--- src/rtl/clock_pkg.sv ---
// +----------------------------------------------------------------------+
// | Module  : clock_pkg                                                  |
// | Brief   : Shared mode encoding, field limits and helpers for the     |
// |           digital clock time-keeping controller.                     |
// | Revision: 1.0 - initial release                                      |
// +----------------------------------------------------------------------+
`default_nettype none

package clock_pkg;

  // Width of every time field presented to the display stage
  localparam int FIELD_W = 8;

  // Mode encoding as seen on the mode output
  localparam logic [1:0] MODE_RUN     = 2'd0;
  localparam logic [1:0] MODE_SET_HR  = 2'd1;
  localparam logic [1:0] MODE_SET_MIN = 2'd2;

  // Highest legal seconds / minutes value
  localparam logic [FIELD_W-1:0] SEC_MAX = FIELD_W'(59);
  localparam logic [FIELD_W-1:0] MIN_MAX = FIELD_W'(59);

  // Controller states; the fourth code is never entered on purpose
  typedef enum logic [1:0] {
    ST_RUN     = MODE_RUN,
    ST_SET_HR  = MODE_SET_HR,
    ST_SET_MIN = MODE_SET_MIN,
    ST_UNUSED  = 2'd3
  } state_t;

  // Increment a field by one, wrapping to zero after max_val
  function automatic logic [FIELD_W-1:0] wrap_inc(input logic [FIELD_W-1:0] value,
                                                  input logic [FIELD_W-1:0] max_val);
    return (value == max_val) ? '0 : value + FIELD_W'(1);
  endfunction

endpackage

`default_nettype wire

--- src/rtl/clock_prescaler.sv ---
// +----------------------------------------------------------------------+
// | Module  : clock_prescaler                                            |
// | Brief   : Free-running modulo-TICK_DIV counter that emits a pulse on |
// |           the cycle it wraps; held at zero while run is low.         |
// | Revision: 1.0 - initial release                                      |
// +----------------------------------------------------------------------+
`default_nettype none

module clock_prescaler #(
  parameter int TICK_DIV = 50_000_000
) (
  input  logic clk,
  input  logic reset,
  input  logic run,
  output logic tick
);

  localparam int CW = (TICK_DIV > 2) ? $clog2(TICK_DIV) : 1;
  localparam logic [CW-1:0] c_last = CW'(TICK_DIV - 1);

  logic [CW-1:0] r_cnt;

  // The wrap edge is the one on which the consumer advances, so tick is
  // combinational and lines up with the final count value.
  assign tick = run && (r_cnt == c_last);

  // Count while running, restart from zero on wrap or whenever stopped
  always_ff @(posedge clk or posedge reset) begin
    if (reset) begin
      r_cnt <= '0;
    end else if (!run || tick) begin
      r_cnt <= '0;
    end else begin
      r_cnt <= r_cnt + CW'(1);
    end
  end

endmodule

`default_nettype wire

--- src/rtl/clock_time_ctrl.sv ---
// +----------------------------------------------------------------------+
// | Module  : clock_time_ctrl                                            |
// | Brief   : Time-keeping sequencer: 1 Hz advance, sec->min->hour carry |
// |           chain and the button-driven time-set mode.                 |
// |           Optional feature macro: BLINK_EN (field blink strobe).     |
// | Revision: 1.0 - initial release                                      |
// +----------------------------------------------------------------------+
`default_nettype none

module clock_time_ctrl
  import clock_pkg::*;
#(
  parameter int TICK_DIV = 50_000_000,
  parameter int HOUR_MOD = 24
) (
  input  logic               clk,
  input  logic               reset,
  input  logic               mode_btn,
  input  logic               inc_btn,
  output logic [FIELD_W-1:0] hour,
  output logic [FIELD_W-1:0] min,
  output logic [FIELD_W-1:0] sec,
  output logic [1:0]         mode,
  output logic               tick_1hz,
  output logic               blink
);

  localparam logic [FIELD_W-1:0] c_hour_max = FIELD_W'(HOUR_MOD - 1);

  state_t             r_state;
  logic [FIELD_W-1:0] r_hour;
  logic [FIELD_W-1:0] r_min;
  logic [FIELD_W-1:0] r_sec;
  logic               r_tick;
  logic               w_run;
  logic               w_tick;

  // Seconds only advance in RUN; set modes hold the prescaler at zero so
  // returning to RUN always gives a full second before the next tick.
  assign w_run = (r_state == ST_RUN);

  clock_prescaler #(
    .TICK_DIV (TICK_DIV)
  ) u_sec_div (
    .clk   (clk),
    .reset (reset),
    .run   (w_run),
    .tick  (w_tick)
  );

  // Mode sequencing, carry chain and field editing in one registered block
  always_ff @(posedge clk or posedge reset) begin
    if (reset) begin
      r_state <= ST_RUN;
      r_hour  <= '0;
      r_min   <= '0;
      r_sec   <= '0;
      r_tick  <= 1'b0;
    end else begin
      r_tick <= 1'b0;
      case (r_state)
        ST_RUN: begin
          // A tick coinciding with mode_btn still lands before entering SET_HR
          if (w_tick) begin
            r_tick <= 1'b1;
            r_sec  <= wrap_inc(r_sec, SEC_MAX);
            if (r_sec == SEC_MAX) begin
              r_min <= wrap_inc(r_min, MIN_MAX);
              if (r_min == MIN_MAX) begin
                r_hour <= wrap_inc(r_hour, c_hour_max);
              end
            end
          end
          if (mode_btn) begin
            r_state <= ST_SET_HR;
          end
        end
        ST_SET_HR: begin
          // mode_btn wins over a simultaneous inc_btn
          if (mode_btn) begin
            r_state <= ST_SET_MIN;
          end else if (inc_btn) begin
            r_hour <= wrap_inc(r_hour, c_hour_max);
          end
        end
        ST_SET_MIN: begin
          // Leaving the set modes restarts the minute from second zero
          if (mode_btn) begin
            r_state <= ST_RUN;
            r_sec   <= '0;
          end else if (inc_btn) begin
            r_min <= wrap_inc(r_min, MIN_MAX);
          end
        end
        default: begin
          r_state <= ST_RUN;
        end
      endcase
    end
  end

  assign hour     = r_hour;
  assign min      = r_min;
  assign sec      = r_sec;
  assign mode     = r_state;
  assign tick_1hz = r_tick;

`ifdef BLINK_EN
  logic w_blink_run;
  logic w_half_tick;
  logic r_blink;

  // Half-period counter runs only while a field is being edited; a mode
  // change stops it for one edge so every new field starts from phase 0.
  assign w_blink_run = ((r_state == ST_SET_HR) || (r_state == ST_SET_MIN)) && !mode_btn;

  clock_prescaler #(
    .TICK_DIV (TICK_DIV / 2)
  ) u_blink_div (
    .clk   (clk),
    .reset (reset),
    .run   (w_blink_run),
    .tick  (w_half_tick)
  );

  // Toggle the blank strobe each half period, force it low otherwise
  always_ff @(posedge clk or posedge reset) begin
    if (reset) begin
      r_blink <= 1'b0;
    end else if (!w_blink_run) begin
      r_blink <= 1'b0;
    end else if (w_half_tick) begin
      r_blink <= ~r_blink;
    end
  end

  assign blink = r_blink;
`else
  assign blink = 1'b0;
`endif

endmodule

`default_nettype wire
--- config.mk ---
export PLATFORM = sky130hd
export DESIGN_NAME = clock_time_ctrl
export DESIGN_NICKNAME = d
export VERILOG_FILES = /design/src/rtl/clock_pkg.sv /design/src/rtl/clock_prescaler.sv /design/src/rtl/clock_time_ctrl.sv
export SDC_FILE = /design/constraint.sdc
export NUM_CORES = 1
export LEC_CHECK = 0
export ABC_CLOCK_PERIOD_IN_PS = 3000
export BUFFER_PORTS_ARGS = -buffer_cell sky130_fd_sc_hd__buf_4
export CAP_MARGIN = 20
export CORE_ASPECT_RATIO = 2
export CORE_UTILIZATION = 50
export CTS_BUF_LIST = sky130_fd_sc_hd__clkbuf_4
export DETAILED_ROUTE_END_ITERATION = 7
export GPL_ROUTABILITY_DRIVEN = 0
export HOLD_SLACK_MARGIN = 0.12
export PLACE_DENSITY_LB_ADDON = 0.15
export SLEW_MARGIN = 20
export SYNTH_ARGS = -nofsm -noshare
export SYNTH_HDL_FRONTEND = slang
export SYNTH_SLANG_ARGS = --single-unit
--- constraint.sdc ---
create_clock -name clk -period 3 [get_ports clk]
set_clock_uncertainty 0.1 [all_clocks]
set_input_delay 0.6 -clock clk [delete_from_list [all_inputs] [get_ports clk]]
set_output_delay 0.6 -clock clk [all_outputs]
set_load 0.1 [all_outputs]
======== Word level (Yosys, flattened, before mapping) ========
Cells that the tools add are included.
cells by class
  $add $sub $neg .......................... 4
  multipliers ............................. 0
  divide/modulo/power cells ............... 0
  magnitude comparators ................... 0
  equality and inequality tests ........... 16
  shift-type cells ........................ 0
  multiplexer cells ....................... 24
  bitwise gates (word level) .............. 0
  reductions and logical operators ........ 10
operators by type and width
  cell                   count
  $mux 8                 14
  $pmux 8 s2             3
  $add 26x1->26 const B  1
  $eq 26x26->1 const B   1
  $mux 26                1
  $add 8x1->8 const B    3
  $ne 2x2->1 const B     10
  $eq 8x6->1 const B     2
  $eq 8x5->1 const B     1
  $mux 2                 3
  $pmux 2 s3             1
  $reduce_and 3->1       2
  $reduce_and 6->1       1
  $reduce_and 5->1       1
  $reduce_bool 2->1      2
  $eq 2x1->1 const B     1
  $eq 2x2->1 const B     1
  $logic_not 2->1        1
  $mux 1                 2
  $logic_and 1x1->1      1
  $logic_not 1->1        1
  $logic_or 1x1->1       1
storage, ports and cells
  register bits after elaboration ......... 53
  latch bits .............................. 0
  bits in writable memories ............... 0
  memory bits (read-only) ................. 0
  bits of input ports ..................... 4
  output and inout bits ................... 28
  logic and storage cells ................. 60
  memories ................................ 0

======== Depth between registers and ports, before layout ========
Gate-level depths: netlist of the first run.
  depth in word-level cells ............... 6
  depth in mapped cells ................... 7
  mapped depth without buffers ............ 6

======== Hierarchy ========
A second synthesis of the first run with hierarchy kept.
unflattened totals
  cells, all modules ...................... 307
  area total of the unflattened synthesis .. 2,979.1 µm²
by module, submodules not included
  module           instances  cells each  area each (µm²)  sequential area each (µm²)
  clock_time_ctrl  1          148         1,527.7          675.6
  clock_prescaler  1          159         1,451.4          650.6

======== Least setup slack after synthesis of the first run ========
No wires, ideal clock.
  kind .................................... flip-flop to flip-flop
  start ................................... register r_min[0] (netlist: min[0])
  end ..................................... register r_hour[3] (netlist: hour[3])
  library setup time ...................... 0.126 ns
  data arrival time ....................... 2.673 ns
  setup slack ............................. 0.101 ns
  cell stages (with the launch flop) ...... 7
  buffers on the path ..................... 0
  path through ............................ dfrtp_1 > ha_1 > or4b_4 > nor4_1 > nand4_1 > a21oi_1 > mux2_2
between the ends
  cells in the longest elaborated chain, start to end .. 3
ends and longest elaborated chain
  item                               line                   text
  start, declared                    clock_time_ctrl.sv:32  logic [FIELD_W-1:0] r_min;
  start signal, assigned             clock_time_ctrl.sv:68  r_min <= wrap_inc(r_min, MIN_MAX);
  start signal, assigned             clock_time_ctrl.sv:92  r_min <= wrap_inc(r_min, MIN_MAX);
  $eq 8x6->1                         clock_time_ctrl.sv:69  if (r_min == MIN_MAX) begin
  $ne 2x2->1 (no source line)        -
  $reduce_and 6->1 (no source line)  -
  end signal, assigned               clock_time_ctrl.sv:70  r_hour <= wrap_inc(r_hour, c_hour_max);
  end signal, assigned               clock_time_ctrl.sv:83  r_hour <= wrap_inc(r_hour, c_hour_max);
  end, declared                      clock_time_ctrl.sv:31  logic [FIELD_W-1:0] r_hour;
No other way between the ends.
A chain may end at the register's enable or synchronous reset.

======== Worst setup path after layout of the first run ========
Same ends and word-level chain as after synthesis.

==> impl_metrics.json, run 1 <==
{
  "outcome": "completed",
  "synth_async_sr_flop_share_pct": 100,
  "tightestPinTransition_ps": 701,
  "grt_first_pass_wirelength_um": 10000,
  "clockBufferDepth": 2,
  "ctsHoldBuffers": 0,
  "antenna_left": 0,
  "syn_area_sq_um": 2780,
  "layout_commonest_cell": "dfrtp_1",
  "cts_resized": 0,
  "fin_ws_ps": 547,
  "syn_avg_cell_area_sq_um": 9.87,
  "grt_pass1_vias": 2214,
  "die_x_um": 54.8,
  "route.met3.wl_um": 142,
  "ys_ff_latch": 53,
  "synth_top_area_share_pct": 47.7,
  "yosysTopAreaCell": "dfrtp_1",
  "die_h_um": 108,
  "cts_setup_buffers": 0,
  "required_ps": 3170,
  "crit_chain": "ha_1 > or4b_4 > nor4_1 > nand4_1 > a21oi_1 > mux2_2",
  "cts_tree": "built",
  "fin_setup_tns_ps": 0,
  "met2WireLength_um": 3380,
  "core_sq_um": 5370,
  "insertion_delay_ps": 370,
  "end_kind": "flip-flop",
  "cp_num_buf_inv": 0,
  "cp_max_fo": 7,
  "vias": 2197,
  "crit_family": "simple AND/OR/NAND/NOR gates",
  "h-tree-depth": 2,
  "drive_gt1_share_pct": 17.1,
  "slew_violations": 0,
  "power_uw": 2580,
  "antennaDiodeCount": 0,
  "cts_root_buf": "clkbuf_4",
  "drv_cap": 0,
  "drtIter0Drc": 37,
  "post-route-drc-count": 0,
  "max_stage_delay_ps": 500,
  "highest_layer": "met4",
  "synthesis.nets": 290,
  "ys.flop_type": "dfrtp_1",
  "p_per_area_nw_per_um2": 824,
  "min_period_over_period_pct": 81.8,
  "clock.fmax_mhz": 408,
  "worst_path_max_delay_cell": "or4b_4",
  "p_leak_uw": 0.00129,
  "dieArea_sq_um": 5890,
  "io_buffer_count": 30,
  "reg2reg_depth": 6,
  "synthCells": 282,
  "relSlewSlack_pct": 53.2,
  "crit_arrival_ps": 2630,
  "yosysWarnings": 0,
  "wl_met1_um": 2270,
  "layout_common_cells": "dfrtp_1 (53), nor2_1 (36), buf_4 (33), xnor2_1 (19), nand2_1 (18)",
  "cts_sinks": 53,
  "syn_to_final_growth_pct": 12.5,
  "period_minus_slack_ps": 2450,
  "path_depth": 6,
  "num-fill-cells": 476,
  "first_pass_iters": 4,
  "critical_path_class": "flip-flop to flip-flop",
  "start_kind": "flip-flop",
  "layout.cells.non_filler": 376,
  "hold_viol": 0,
  "initial_core_util_pct": 51.8,
  "cts_made_buffers": 5,
  "synth_seq_area_share_pct": 47.7,
  "place_ws_ps": 565,
  "synth-edff-count": 0,
  "ioPinCount": 32,
  "vdd_drop_max_mv": 0.866,
  "rsz0062_at_grt": "false",
  "placementRows": 38,
  "fin_hold_ws_ps": 182,
  "dp_hpwl_um": 4470,
  "hp-class": "primary input to async pin",
  "synth_cell_type_count": 49,
  "antenna_found_initial": 0,
  "fin_nets": 323,
  "yosys-top-cells-area": "dfrtp_1 (48%), xnor2_1 (6.0%), nor2_1 (4.9%), xor2_1 (3.8%), nand4_1 (2.7%)",
  "finalSetupViolations": 0,
  "grt-ovfl-total": 0,
  "drt_wl_total_um": 5900,
  "vias_per_cell": 5.84,
  "grt_max_degree": 30,
  "path_clk_slew_ps": 150,
  "grt_usage_pct": 23.2,
  "dpl.cell_count": 368,
  "wl_per_cell_um": 15.7
}
==> where the power goes <==
part | total (uW) | internal (uW) | switching, uW | leakage, uW
Sequential | 1020 | 820 | 201 | 0.000694
Combinational | 1240 | 280 | 958 | 0.000565
Clock | 322 | 99.0 | 223 | 0.0000354
Total | 2580 | 1200 | 1380 | 0.00129
==> sequential cells by signal, indices dropped and copies added, names as in the netlist <==
| name | cells |
|---|---|
| u_sec_div.r_cnt | 26 |
| mode | 2 |
| hour | 8 |
| min | 8 |
| tick_1hz | 1 |
| sec | 8 |
==> per-layer routing <==
| metal | GRT usage (%) | up-vias |
|---|---|---|
| met5 | 0 | - |
| met2 | 42.0 | 35 |
| met3 | 2.97 | 8 |
| met1 | 25.1 | 1073 |
| li1 | - | 1081 |
| met4 | 9.16 | 0 |
==> kinds of logic after synthesis <==
group / after synthesis / share of synthesized area (%)
multiplexers: 4 / 1.62
flip-flops: 53 / 47.7
buffers and inverters: 14 / 2.07
AO/OA/AOI/OAI: 43 / 10.9
adder cells (fa/ha/maj): 4 / 1.80
XOR/XNOR: 31 / 9.76
other: 1 / 0.135
AND/OR/NAND/NOR: 132 / 26.1
==> final cells by class <==
type	instances	area [sq um]	area share, %
multi-input cells	215	1400	44.7
flip-flops and latches	53	1330	42.4
repair buffers	33	248	7.92
well taps	60	75.1	2.40
clock buffers	6	45.0	1.44
inverters	7	26.3	0.840
clock inverters	2	10.0	0.320
==> final timing paths <==
kind	startpoint	to	slack (ps)
min reg2reg	u_sec_div.r_cnt[0]	u_sec_div.r_cnt[0]	400
max in group asynchronous	reset	u_sec_div.r_cnt[1]	2000
max reg2reg	min[0]	hour[3]	550
min	reset	hour[2]	180
min in group clk	mode_btn	mode[1]	350
max	min[0]	hour[3]	550
==> worst reg2reg max path, stage by stage (launching register included) <==
cell and delay (ps):
dfrtp_1 440, ha_1 250, or4b_4 500, nor4_1 180, nand4_1 310, a21oi_1 250
mux2_2 340
==> cells in the mapped netlist (3+ instances only) <==
cell type and count:
nand3_1 13, ha_1 4, nor2_1 36, xnor2_1 19, nand2b_1 3, o21ai_0 10
clkbuf_1 4, and4_1 5, nor4_1 7, and3_1 3, inv_1 7, dfrtp_1 53
o41ai_1 5, nand2_1 18, nand4_1 12, a21oi_1 6, xor2_1 12, or3_1 4
nor3_1 12, a21boi_0 3, o31ai_1 6, mux2_2 4, nor2b_1 5
==> stage by stage <==
stage                     instance area (sq um)  utilization, %
after floorplan                            2780               -
after global placement                     3070            57.2
after detailed placement                   3070            57.2
after CTS                                  3130            58.2
after global routing                       3130            58.2
final                                      3130            58.2
No activity file was read; power rests on OpenSTA's default activity.
==> run 2: changes to the inputs <==
ABC_CLOCK_PERIOD_IN_PS = 2500   (was 3000)
clock period = 2.5 ns   (was 3 ns; I/O delays follow)
==> run 2 against run 1 <==
Maximum frequency rose by 3.6%; die area did not move; global-route usage barely moved; largest power group unchanged; highest routed layer unchanged.
==> impl_metrics.json, run 2 (synthesis results as in run 1) <==
{
  "outcome": "completed",
  "slew_violations": 0,
  "die_x_um": 54.8,
  "end_kind": "flip-flop",
  "grt_first_pass_wirelength_um": 9880,
  "cts_setup_buffers": 0,
  "period_minus_slack_ps": 2370,
  "antenna_left": 0,
  "core_sq_um": 5370,
  "first_pass_iters": 4,
  "dpl_cell_area_sq_um": 3120,
  "required_ps": 2690,
  "utilization_pct": 59.4,
  "largest_reg_flops": 26,
  "dpl.cell_count": 371,
  "h-tree-depth": 2,
  "grt_max_degree": 25,
  "dp_hpwl_um": 4530,
  "ioPinCount": 32,
  "route.met3.wl_um": 179,
  "hold_viol": 0,
  "fin_hold_ws_ps": 251,
  "min_period_over_period_pct": 94.7,
  "grt-ovfl-total": 0,
  "p_per_area_nw_per_um2": 977,
  "die_h_um": 108,
  "path_clk_slew_ps": 140,
  "relSlewSlack_pct": 63.9,
  "vias": 2237,
  "initial_core_util_pct": 51.8,
  "layout_common_cells": "dfrtp_1 (45), nor2_1 (36), buf_4 (36), xnor2_1 (19), nand2_1 (18)",
  "fin_area_sq_um": 3190,
  "worst_path_max_delay_cell": "or4b_4",
  "crit_chain": "ha_4 > or4b_4 > nor4_1 > nand4_1 > a21oi_1 > mux2_2",
  "tightestPinTransition_ps": 536,
  "crit_arrival_ps": 2560,
  "layout_commonest_cell": "dfrtp_1",
  "max_stage_delay_ps": 470,
  "post-route-drc-count": 0,
  "drive_gt1_share_pct": 20.6,
  "place_ws_ps": 176,
  "antennaDiodeCount": 0,
  "finalSetupViolations": 0,
  "layout.cells.non_filler": 380,
  "grt_pass1_vias": 2227,
  "rsz0062_at_grt": "false",
  "drt_wl_total_um": 5980,
  "cp_max_fo": 7,
  "wl_per_cell_um": 15.7,
  "dieArea_sq_um": 5890,
  "cts_sinks": 53,
  "crit_family": "simple AND/OR/NAND/NOR gates",
  "grt_usage_pct": 23.2,
  "antenna_found_initial": 0,
  "vdd_drop_max_mv": 1.02,
  "wl_met1_um": 2300,
  "drtIter0Drc": 28,
  "fin_ws_ps": 133,
  "cts_root_buf": "clkbuf_4",
  "io_buffer_count": 30,
  "critical_path_class": "flip-flop to flip-flop",
  "drv_cap": 0,
  "num-fill-cells": 489,
  "regMostFlops": "u_sec_div.r_cnt",
  "cts_made_buffers": 5,
  "highest_layer": "met4",
  "insertion_delay_ps": 380,
  "clockBufferDepth": 2,
  "placementRows": 38,
  "met2WireLength_um": 3370,
  "cts_tree": "built",
  "clock.fmax_mhz": 422,
  "fin_nets": 327,
  "start_kind": "flip-flop",
  "syn_to_final_growth_pct": 14.7,
  "p_leak_uw": 0.00130,
  "hp-class": "primary input to flip-flop",
  "vias_per_cell": 5.89,
  "cp_num_buf_inv": 0
}
run 2: changes by cell type in the layout (fill, tap and decap cells not counted), sizes merged:
cell,before,now
clkbuf,6,5
buf,33,36
dlygate4sd3,0,1
clkinv,2,3
run 2: final timing paths:
path	end	cells past startpoint	slack (ps)	from
hold reg to reg	u_sec_div.r_cnt[0]	1	390	u_sec_div.r_cnt[0]
hold / removal	mode[1]	2	250	mode_btn
setup reg to reg	hour[3]	6	130	min[0]
min in group asynchronous	min[2]	3	570	reset
setup / recovery	hour[3]	6	130	min[0]
max in group asynchronous	u_sec_div.r_cnt[25]	5	980	reset
run 2: cell type report:
class	instances	area [sq um]	area share, %
Clock buffer	5	37.5	1.18
Multi-Input combinational cell	215	1420	44.6
Timing Repair Buffer	37	280	8.78
Tap cell	60	75.1	2.35
Sequential cell	53	1340	41.9
Clock inverter	3	12.5	0.392
Inverter	7	26.3	0.824
run 2: what timing repair did:
item,4_1_cts,5_1_grt
resized for setup,0,2
endpoints found under the hold margin,20,0
setup endpoints to repair,0,1
hold buffers,1,0
run 2: worst reg2reg max path, cell delays in order, from the launching register on:
cell and delay, ps:
dfrtp_2 440, ha_4 160, or4b_4 470, nor4_1 190, nand4_1 300, a21oi_1 260, mux2_2 350
run 2: power breakdown:
group | leakage (uW) | switching [uW] | total [uW] | internal, uW
sequential | 0.000683 | 220 | 1210 | 993
combinational | 0.000584 | 1180 | 1540 | 361
clock | 0.0000300 | 262 | 364 | 102
total | 0.00130 | 1660 | 3120 | 1460
run 2: stage by stage:
stage          total power, uW  setup TNS [ps]
3_3_place_gp              2760               0
4_1_cts                   3140               0
2_1_floorplan             2410           -53.6
6_report                  3120               0
3_5_place_dp              2770               0
5_1_grt                   3290               0
run 2: per-layer routing:
metal	global-route usage [%]	up-vias
li1	-	1099
met1	24.5	1086
met2	40.8	40
met3	4.80	12
met4	10.6	0
met5	0	-
==> run 3: changes to the inputs <==
SYNTH_HIERARCHICAL = 1   (was default)
==> run 3 against run 2 <==
The flow now finishes with violations (setup timing); synthesized cell count rose by 8.9%; core utilization rose by 6.8 points; flip-flop and latch count did not move; largest power group unchanged.
==> impl_metrics.json, run 3 <==
{
  "syn_area_sq_um": 2980,
  "grt_usage_pct": 25.8,
  "p_sw_uw": 1630,
  "synth_top_area_share_pct": 44.5,
  "end_kind": "flip-flop",
  "max_stage_delay_ps": 540,
  "finalSetupViolations": 16,
  "critical_path_class": "flip-flop to flip-flop",
  "drv_cap": 0,
  "h-tree-depth": 2,
  "dieArea_sq_um": 6290,
  "wl_per_cell_um": 17.6,
  "ys_ff_latch": 53,
  "min_period_over_period_pct": 106,
  "grt-ovfl-total": 0,
  "required_ps": 2700,
  "layout_common_cells": "buf_4 (75), dfrtp_1 (48), nor2_1 (22), nand2_1 (19), nand3_1 (18)",
  "layout.cells.non_filler": 440,
  "fin_hold_ws_ps": 312,
  "dp_hpwl_um": 5650,
  "tightestPinTransition_ps": 567,
  "p_seq_share_pct": 36.6,
  "fin_setup_tns_ps": -1300,
  "synthesis.nets": 316,
  "syn_to_final_growth_pct": 26.8,
  "crit_chain": "nor4_2 > buf_4 > nand4b_1 > or4_4 > nor2_4 > a41oi_4 > or4_1 > o21a_1",
  "yosysTopAreaCell": "dfrtp_1",
  "grt_max_degree": 28,
  "synthMuxAreaShare_pct": 2.35,
  "period_minus_slack_ps": 2640,
  "failed_checks": "setup timing",
  "antenna_left": 0,
  "num-fill-cells": 475,
  "cp_max_fo": 6,
  "synth_fa_ha_area_share_pct": 2.10,
  "vias": 2705,
  "yosys-top-cells-count": "dfrtp_1 (53), nor2_1 (23), nand2_1 (19), nand3_1 (19), xnor2_1 (17)",
  "p_leak_uw": 0.00161,
  "syn_avg_cell_area_sq_um": 9.70,
  "p_per_area_nw_per_um2": 826,
  "insertion_delay_ps": 400,
  "grt_pass1_vias": 2825,
  "seqCellArea_sq_um": 1340,
  "synth-simple-area-share_pct": 28.1,
  "hp-class": "primary input to flip-flop",
  "start_kind": "flip-flop",
  "antennaDiodeCount": 0,
  "internal-power_uw": 1500,
  "die_h_um": 111,
  "synthXorXnorAreaFrac_pct": 6.76,
  "largest_reg_flops": 26,
  "drive_gt1_share_pct": 33.2,
  "cts_made_buffers": 5,
  "cts_sinks": 53,
  "ys.flop_type": "dfrtp_1",
  "vdd_drop_max_mv": 0.990,
  "outcome": "finished, violations left",
  "synthCells": 307,
  "power_uw": 3120,
  "core_sq_um": 5710,
  "cts_tree": "built",
  "die_x_um": 56.6,
  "first_pass_iters": 4,
  "yosysMostFrequentCell": "dfrtp_1",
  "vias_per_cell": 6.15,
  "fin_ws_ps": -138,
  "antenna_found_initial": 0,
  "path_clk_slew_ps": 150,
  "synth_cell_type_count": 55,
  "regMostFlops": "u_sec_div/r_cnt",
  "ioPinCount": 32,
  "clock.fmax_mhz": 379,
  "drtIter0Drc": 150,
  "synth_seq_area_share_pct": 44.5,
  "multiInputGateArea_sq_um": 1690,
  "rsz0062_at_grt": "true",
  "synth_top_family_by_area": "simple AND/OR/NAND/NOR gates",
  "grt_first_pass_wirelength_um": 12700,
  "initial_core_util_pct": 52.2,
  "relSlewSlack_pct": 61.5,
  "netSwitchingFraction_pct": 52.1,
  "io_buffer_count": 30,
  "dpl_cell_area_sq_um": 3570,
  "drt_wl_total_um": 7740,
  "yosys-top-cells-area": "dfrtp_1 (45%), xnor2_1 (5.0%), nand3_1 (3.2%), nor2_1 (2.9%), a21oi_1 (2.5%)",
  "hold_viol": 0,
  "fin_nets": 387,
  "synth-edff-count": 0,
  "crit_arrival_ps": 2840,
  "slew_violations": 0,
  "clockBufferDepth": 2,
  "synth_async_sr_flop_share_pct": 100,
  "yosysWarnings": 6,
  "worst_path_max_delay_cell": "or4_1",
  "fin_area_sq_um": 3780,
  "p_comb_share_pct": 50.7,
  "cts_root_buf": "clkbuf_4",
  "post-route-drc-count": 0,
  "dpl.cell_count": 426,
  "layout_commonest_cell": "buf_4",
  "placementRows": 39,
  "pwr-share-clk_pct": 12.7,
  "synth_compound_area_share_pct": 12.6
}
==> run 3: cell count changes after synthesis, sizes merged, moves of 7 or more <==
| cell | before | now |
|---|---|---|
| or4 | 0 | 10 |
| nor3 | 12 | 5 |
| nor2 | 36 | 23 |
| a21oi | 6 | 15 |
==> run 3: power groups by stage <==
stage          sequential [uW]  combinational (uW)  clock [uW]
3_3_place_gp              1150                1520           0
2_1_floorplan             1830                 466           0
6_report                  1140                1580         397
3_5_place_dp              1160                1530           0
5_1_grt                   1170                1670         432
4_1_cts                   1140                1560         410
==> run 3: repair_timing <==
| item | in CTS | in global routing |
|---|---|---|
| resized for setup | 8 | 9 |
| pin swaps | 4 | 1 |
| hold buffers | 1 | 0 |
| setup endpoints to repair | 17 | 19 |
| hold endpoints to repair | 39 | 0 |
| buffers inserted | 3 | 2 |
==> run 3: stage by stage <==
step	setup WS [ps]	util, %
finish	-138	66.2
global route	-231	66.2
CTS	-68.7	65.0
detailed placement	-96.3	62.6
global placement	-55.4	62.6
floorplan	9.82	-
==> run 3: path summary, 6_finish.rpt <==
path	startpoint	end	slack [ps]	depth (start not counted)
setup / recovery	u_sec_div/r_cnt[10]	min[5]	-140	8
hold / removal	mode_btn	mode[0]	310	3
setup reg to reg	u_sec_div/r_cnt[10]	min[5]	-140	8
hold reg to reg	hour[7]	hour[7]	410	1
max in group asynchronous	reset	sec[0]	1110	4
min in group asynchronous	reset	hour[1]	570	3
==> run 3: metal layers <==
layer	part of all wire, %	wire, um	track usage (%)
met1	35	2720	24.5
met2	58	4490	50.1
met3	2.6	202	3.73
met4	4.3	335	13.5
met5	0	0	0
==> run 3: layout make-up <==
cell class / count / share of cell area, %
tap: 61 / 2.02
sequential: 53 / 35.3
clock inverter: 2 / 0.265
multi-input combinational: 232 / 44.8
clock buffer: 6 / 1.19
inverter: 9 / 0.894
timing repair buffer: 77 / 15.5
==> run 3: worst max-delay path, delay by kind of cell, from the launching register on <==
| family | cells | cell delay, ps |
|---|---|---|
| and+or+nand+nor | 5 | 1570 |
| AOI/OAI and AO/OA | 2 | 290 |
| buffers and inverters | 1 | 150 |
| DFF | 1 | 440 |
==> run 3: cell families after synthesis <==
logic type | Yosys count
AND/OR/NAND/NOR | 140
AO/OA/AOI/OAI | 57
multiplexers | 6
flip-flops | 53
adder cells (fa/ha/maj) | 5
XOR/XNOR | 23
buffers and inverters | 22
other | 1
